## src/rtl/ctrl_iprog_server.sv

```systemverilog
// ctrl_iprog_server: holds the filter-stage program and replays it one word per
// pointer request. A program is appended while prog=1 and served cyclically
// afterwards. Each request gets exactly one word with a one-cycle iw_valid strobe.
module ctrl_iprog_server #(
   parameter int REGFILE_ADDR_WIDTH = 2,
   parameter int DATA_ADDR_WIDTH    = 4,
   parameter int PROG_SIZE          = 32,
   localparam int INSTR_W = 2 + 2*REGFILE_ADDR_WIDTH + 4*DATA_ADDR_WIDTH,
   localparam int PC_W    = $clog2(PROG_SIZE),
   localparam int LEN_W   = PC_W + 1
) (
   input  logic               clk,
   input  logic               rst,
   input  logic               en,
   input  logic               prog,
   input  logic               wr_valid,
   input  logic [INSTR_W-1:0] wr_word,
   input  logic               ptr_req,
   output logic [INSTR_W-1:0] instr_word,
   output logic               iw_valid,
   output logic               pass,
   output logic [LEN_W-1:0]   prog_len,
   output logic               ovf
);

   typedef enum logic [2:0] {
      S_EMPTY = 3'd0,
      S_LOAD  = 3'd1,
      S_READY = 3'd2,
      S_RESP  = 3'd3,
      S_HOLD  = 3'd4
   } state_t;

   localparam logic [LEN_W-1:0] PROG_SIZE_C = LEN_W'(PROG_SIZE);

   state_t               state_q, state_d;
   logic [PC_W-1:0]      pc_q, pc_d;
   logic [LEN_W-1:0]     wptr_q, wptr_d;
   logic [LEN_W-1:0]     prog_len_q, prog_len_d;
   logic [INSTR_W-1:0]   instr_q, instr_d;
   logic                 iw_valid_q, iw_valid_d;
   logic                 pass_q, pass_d;
   logic                 ovf_q, ovf_d;
   logic                 mem_we_s;
   logic                 last_s;
   logic [INSTR_W-1:0]   mem_q [PROG_SIZE];

   // Current pc addresses the final word of the loaded program.
   assign last_s = ({1'b0, pc_q} == (prog_len_q - LEN_W'(1)));

   // Next-state and response logic; prog=1 overrides every other activity.
   always_comb begin
      state_d    = state_q;
      pc_d       = pc_q;
      wptr_d     = wptr_q;
      prog_len_d = prog_len_q;
      instr_d    = instr_q;
      iw_valid_d = 1'b0;
      pass_d     = 1'b0;
      ovf_d      = ovf_q;
      mem_we_s   = 1'b0;
      if (prog) begin
         if (state_q != S_LOAD) begin
            // Entering load mode: restart the append pointer and clear overflow.
            state_d = S_LOAD;
            wptr_d  = {LEN_W{1'b0}};
            ovf_d   = 1'b0;
         end else if (wr_valid) begin
            if (wptr_q < PROG_SIZE_C) begin
               mem_we_s = 1'b1;
               wptr_d   = wptr_q + LEN_W'(1);
            end else begin
               ovf_d = 1'b1;
            end
         end else begin
            state_d = S_LOAD;
         end
      end else begin
         case (state_q)
            S_LOAD: begin
               prog_len_d = wptr_q;
               pc_d       = {PC_W{1'b0}};
               if (wptr_q != {LEN_W{1'b0}}) begin
                  state_d = S_READY;
               end else begin
                  state_d = S_EMPTY;
               end
            end
            S_EMPTY: begin
               state_d = S_EMPTY;
            end
            S_READY: begin
               if (ptr_req) begin
                  state_d = S_RESP;
               end else begin
                  state_d = S_READY;
               end
            end
            S_RESP: begin
               instr_d    = mem_q[pc_q];
               iw_valid_d = 1'b1;
               pass_d     = last_s;
               if (last_s) begin
                  pc_d = {PC_W{1'b0}};
               end else begin
                  pc_d = pc_q + PC_W'(1);
               end
               state_d = S_HOLD;
            end
            S_HOLD: begin
               // A held request never produces a second word.
               if (ptr_req) begin
                  state_d = S_HOLD;
               end else begin
                  state_d = S_READY;
               end
            end
            default: begin
               state_d = S_EMPTY;
            end
         endcase
      end
   end

   // State and output registers; en=0 freezes everything.
   always_ff @(posedge clk) begin
      if (!rst) begin
         state_q    <= S_EMPTY;
         pc_q       <= {PC_W{1'b0}};
         wptr_q     <= {LEN_W{1'b0}};
         prog_len_q <= {LEN_W{1'b0}};
         instr_q    <= {INSTR_W{1'b0}};
         iw_valid_q <= 1'b0;
         pass_q     <= 1'b0;
         ovf_q      <= 1'b0;
      end else if (en) begin
         state_q    <= state_d;
         pc_q       <= pc_d;
         wptr_q     <= wptr_d;
         prog_len_q <= prog_len_d;
         instr_q    <= instr_d;
         iw_valid_q <= iw_valid_d;
         pass_q     <= pass_d;
         ovf_q      <= ovf_d;
      end
   end

   // Program memory: append-only writes during load, contents survive reset.
   always_ff @(posedge clk) begin
      if (rst && en && mem_we_s) begin
         mem_q[wptr_q[PC_W-1:0]] <= wr_word;
      end
   end

   // Strobes are suppressed while frozen so a pending strobe shows only once en returns.
   assign instr_word = instr_q;
   assign iw_valid   = iw_valid_q & en;
   assign pass       = pass_q & en;
   assign prog_len   = prog_len_q;
   assign ovf        = ovf_q;

endmodule

```

## config.mk

```make
export PLATFORM = sky130hd
export DESIGN_NAME = ctrl_iprog_server
export DESIGN_NICKNAME = d
export VERILOG_FILES = /design/src/rtl/ctrl_iprog_server.sv
export SDC_FILE = /design/constraint.sdc
export NUM_CORES = 1
export LEC_CHECK = 0
export BUFFER_PORTS_ARGS = -buffer_cell sky130_fd_sc_hd__buf_2
export CAP_MARGIN = 40
export CORE_MARGIN = 2
export CORE_UTILIZATION = 50
export CTS_CLUSTER_SIZE = 14
export DETAILED_ROUTE_END_ITERATION = 8
export GPL_TIMING_DRIVEN = 0
export PLACE_DENSITY = 0.66
export SYNTH_ARGS = -nofsm -noshare
export SYNTH_HDL_FRONTEND = slang
export SYNTH_SLANG_ARGS = --single-unit
export TNS_END_PERCENT = 100
```

## constraint.sdc

```tcl
create_clock -name clk -period 3.4 [get_ports clk]
set_input_delay 0.68 -clock clk [delete_from_list [all_inputs] [get_ports clk]]
set_output_delay 0.68 -clock clk [all_outputs]
set_load 0.005 [all_outputs]
```

== Word-level counts from Yosys, hierarchy flattened ==
Memories as Yosys holds them, arrays and structs flattened. A register that Yosys moved wholly into a read port is not among the register bits.
Index checks and enable logic that the tools add are counted.

* Register bits: 23
* Bits in writable memories: 704
* Bits of input ports: 28
* Output and inout port bits: 31
* Logic and storage cells: 61
* Memories kept: 1

* Add/sub/neg operators: 3
* $lt $le $gt $ge: 1
* Eq/ne operators: 8
* Mux-type cells: 25
* Bitwise operators: 3
* Reduce and logical (&&, ||, !) cells: 13

{| class="wikitable"
|+ Memory list
! memory !! words !! width !! read ports !! clocked after Yosys merged registers in !! wr ports !! RTL line !! text
|-
| mem_q || 32 || 22 || 1 || 1 || 1 || 46 || <nowiki>logic [INSTR_W-1:0] mem_q [PROG_SIZE];</nowiki>
|}

{| class="wikitable"
|+ Operators with widths
! kind !! number
|-
| 6-bit 2-to-1 mux || 3
|-
| 1-bit 2-to-1 mux || 14
|-
| 3-bit 2-to-1 mux || 4
|-
| 3-bit one-hot mux with 4 select lines || 1
|-
| 5-bit one-hot mux with 2 select lines || 1
|-
| 3-bit AND reduction || 3
|-
| 4-bit AND reduction || 2
|-
| 6-bit by 1-bit adder with 6-bit output (second input constant) || 1
|-
| 3-bit by 2-bit equality test with 1-bit output (second input constant) || 2
|-
| 5-bit by 6-bit equality test with 1-bit output || 1
|-
| 6-bit less-than comparator (second input constant) || 1
|-
| 2-bit nonzero test || 3
|-
| 6-bit nonzero test || 1
|-
| 6-bit by 1-bit subtractor with 6-bit output (second input constant) || 1
|-
| 5-bit by 1-bit adder with 5-bit output (second input constant) || 1
|-
| 5-bit 2-to-1 mux || 1
|-
| 3-bit by 1-bit equality test with 1-bit output (second input constant) || 1
|-
| 3-bit equality test (second input constant) || 1
|-
| 3-bit by 1-bit != test with 1-bit output (second input constant) || 1
|-
| 3-bit by 2-bit != test with 1-bit output (second input constant) || 1
|-
| 1-bit AND || 2
|-
| 1-bit logical AND || 2
|-
| 2-bit 2-to-1 mux || 1
|-
| 2-bit != test (second input constant) || 1
|-
| other kinds (3) || 3
|}

== Longest topological paths before layout ==
* Word-level depth: 8
* Mapped depth: 8

== Least setup slack after synthesis ==
OpenSTA, ideal clock, no wires.

* Path kind: input to register
* From: input port prog
* To: memory mem_q[30][0] (netlist name) (enable)
* Setup time: 0.401 ns
* Data arrival time: 2.435 ns
* Required time: 2.999 ns
* Slack: 0.564 ns
* Stages on the path: 5
* Cell sequence: nand2_1 nor4_1 and2_1 nand2_1 nor2_1

* Longest elaborated chain between the ends: 4

{| class="wikitable"
|+ RTL lines
! element !! RTL line !! text
|-
| start, declared || 15 || <nowiki>input logic prog,</nowiki>
|-
| 1-bit 2-to-1 mux || 62 || <nowiki>if (prog) begin</nowiki>
|-
| 1-bit logical AND || 150 || <nowiki>if (rst && en && mem_we_s) begin</nowiki>
|-
| 1-bit 2-to-1 mux || 150 ||
|-
| 1-bit 2-to-1 mux (not written as such) || 151 || <nowiki>mem_q[wptr_q[PC_W-1:0]] <= wr_word;</nowiki>
|-
| end, declared || 46 ||
|}

Every way passes these cells.

== Worst setup path in the final report ==
* From: register state_q[0]
* To: memory mem_q[8][5] (netlist name) (enable)

* Longest elaborated chain between the ends: 6

{| class="wikitable"
|+ RTL lines
! element !! RTL line !! text
|-
| start, declared || 36 || <nowiki>state_t state_q, state_d;</nowiki>
|-
| start signal, assigned || 137 || <nowiki>state_q <= state_d;</nowiki>
|-
| 3-bit by 1-bit != test with 1-bit output || 63 || <nowiki>if (state_q != S_LOAD) begin</nowiki>
|-
| 1-bit 2-to-1 mux || 63 ||
|-
| 1-bit 2-to-1 mux || 62 ||
|-
| 1-bit logical AND || 150 ||
|-
| 1-bit 2-to-1 mux || 150 ||
|-
| 1-bit 2-to-1 mux (not written as such) || 151 ||
|}

Every way passes these cells.

==> flow_summary_export.csv <==
group,metric,value,unit
floorplanning,num_io_pins,59,
global_routing,grt_pass1_wl,101,mm
critical_path,crit_fanout,14,
timing,fin_skew,0.0249,ns
timing,finalWorstSetupSlack,0.285,ns
timing,fmax,321,MHz
clocking,cts_buffer_depth,3,
routing,drtAntennaViolNets,0,
timing,setup-violations-final,0,
routing,drt_wl_total,69.3,mm
clocking,cts-root-buf,"clkbuf_16",
critical_path,critical_path.top_delay_family,"simple AND/OR/NAND/NOR gates",
layout,fin_area,33500,um^2
layout,fin_cells,2360,
routing,via_per_inst,6.22,
timing,drv_slew,0,
power,p_leak,10.3,nW
power,power_density,569,nW/um^2
clocking,clkTransAtPathRegs,0.06,ns
routing,vias,14700,
clocking,cts_buffers,76,
layout,num_antenna_cells,0,
layout,syn_to_final_growth,16.6,%
timing,slew-limit-headroom,37.0,%
floorplanning,die_x,244,um
critical_path,worstSetupStartpointType,"register",
layout,final_util,59.2,%
logic_synthesis,async_reset_ff_share,0,%
placed_design,hpwl,45.1,mm
logic_synthesis,synth_nets,1407,
timing,tns,0,ns
placed_design,dpl_cell_area,30800,um^2
timing,finalCriticalPeriod,3.12,ns
clocking,clk-insertion-delay-late,0.62,ns
layout,final_layout_size_suffix_gt1_share,28.6,%
timing,worst_pin_slew,0.945,ns
logic_synthesis,synth_edf_count,704,
clocking,holdBufCountCts,0,
critical_path,cp.buffers_inverters,1,
routing,drtIter0Drc,1682,
routing,wire_per_inst,29.4,um
floorplanning,start_util,50.7,%
layout,fin_nets,1574,
floorplanning,std_cell_rows,87,
critical_path,crit_path_end_kind,"register",
logic_synthesis,netlist_area,28700,um^2
logic_synthesis,yosys-top-cells-area,"edfxtp_1, mux4_2, dfxtp_1, mux2i_1, nor2_1",
floorplanning,die_y,244,um
routing,drc,0,
timing,rsz0062_at_grt,"no",
power,p_total,19.1,mW
global_routing,grt_remaining_overflow,0,
logic_synthesis,synthCells,1373,
logic_synthesis,avgSynthCellArea,20.9,um^2
timing,hold_violations,0,
critical_path,required,3.71,ns
global_routing,grt_max_degree,33,
routing,drtPass1Iterations,5,
timing,period_share,91.6,%
critical_path,critPathSlowestCell,"nor2_2",
floorplanning,fp.dieArea,59400,um^2
critical_path,critical_path_class,"register to register",
layout,final_cell_mix,"edfxtp_1, mux4_2, buf_2",
logic_synthesis,yosysUniqueCellTypes,51,
global_routing,grt_usage,23.7,%
logic_synthesis,ys_ff_latch,749,
logic_synthesis,synth-seq-area-share,76.7,%
global_routing,grt_pass1_vias,14800,
placed_design,placed_cells,2218,
power,peakVddDrop,0.439,mV
placed_design,place.gp.congestion,0.914,
placed_design,io_buffers,58,
layout,final_common_cell,"edfxtp_1",
critical_path,slowest_delay,0.75,ns
clocking,ctsResizeCount,0,
logic_synthesis,synth_area_leader_cell,"edfxtp_1",
clocking,cts_num_sinks,749,
logic_synthesis,yosysWarnings,0,
timing,hold_ws,0.404,ns
run_status,outcome,"completed",
run,cap_violations,0,
logic_synthesis,synth_top_area_share,73.6,%
logic_synthesis,ys.flop_type,"edfxtp_1",
placed_design,place_ws,-0.120,ns
clocking,cts_htree_levels,3,
worst_hold_path,min_path_type,"input pin to register",
global_routing,antenna_found_initial,1,
clocking,cts_tree,"yes",
critical_path,worstPathArrival,3.42,ns
critical_path,crit_chain,"nand2b_1, nor4_1, and2_1, nand2_1, nor2_2, buf_8",
clocking,cts_setup_buffers,0,
floorplanning,core,56600,um^2
## registers in the layout (all words and copies together), names as in the netlist
name and flops:
iw_valid_q 1, prog_len 6, instr_word 22, state_q 3, ovf 1, wptr_q 6
mem_q 704, pass_q 1, pc_q 5
## tightest hold or removal path, delay by kind of cell
kind	cells	cell delay, ns
AO/OA/AOI/OAI	1	0.13
buffers and inverters	1	0.10
AND/OR/NAND/NOR	1	0.07
## cells by family after synthesis
group,synth area share [%]
simple gates,2.99
xor+xnor,0.244
buf+inv,1.54
fa+ha+maj,0.261
compound gates,3.61
mux,14.6
flops,76.7
## power by group
part	internal [mW]	total [mW]	switching [mW]	leakage [nW]
sequential	10.1	10.1	0.00290	6.69
combinational	0.0206	0.178	0.157	2.34
clock	5.36	8.81	3.46	1.29
## path summary, 6_finish.rpt
check                   from  depth (start not counted)  slack [ns]          end
setup / recovery  state_q[0]                          6        0.28  mem_q[8][5]
hold / removal      wr_valid                          3        0.40          ovf
setup reg to reg  state_q[0]                          6        0.28  mem_q[8][5]
hold reg to reg   iw_valid_q                          2        0.47   iw_valid_q
## area by class of cell
class                      instances  area, um^2
buffer                            79         404
clock buffer                      97        2050
clock inverter                    45         593
fill                            4050       23100
inverter                          10        37.5
multi-input combinational        535        6470
sequential                       749       22000
tap                              756         946
timing repair buffer              89         958
## synthesized netlist by cell type (6+ instances only)
cell type and count:
o21ai_0 20, ha_1 6, dfxtp_1 45, edfxtp_1 704, mux2i_1 25, a221oi_1 13
buf_4 9, inv_1 10, nand2_1 41, nor3_1 6, o22ai_1 16, xor2_1 6
clkbuf_1 31, nor2_1 52, nand3_1 18, mux4_2 175, buf_2 29, nand2b_1 20
o221ai_1 19, a21oi_1 29, a22oi_1 14, a22o_1 19
## per-layer routing
layer	wire, um	part of all wire [%]	track usage, %	up-vias
met5	0	0	0	-
met1	27800	40	33.0	7804
met3	5870	8.5	4.92	121
li1	-	-	-	6082
met2	33700	49	38.0	679
met4	1970	2.8	7.35	0
No activity file was read; power rests on OpenSTA's default activity.
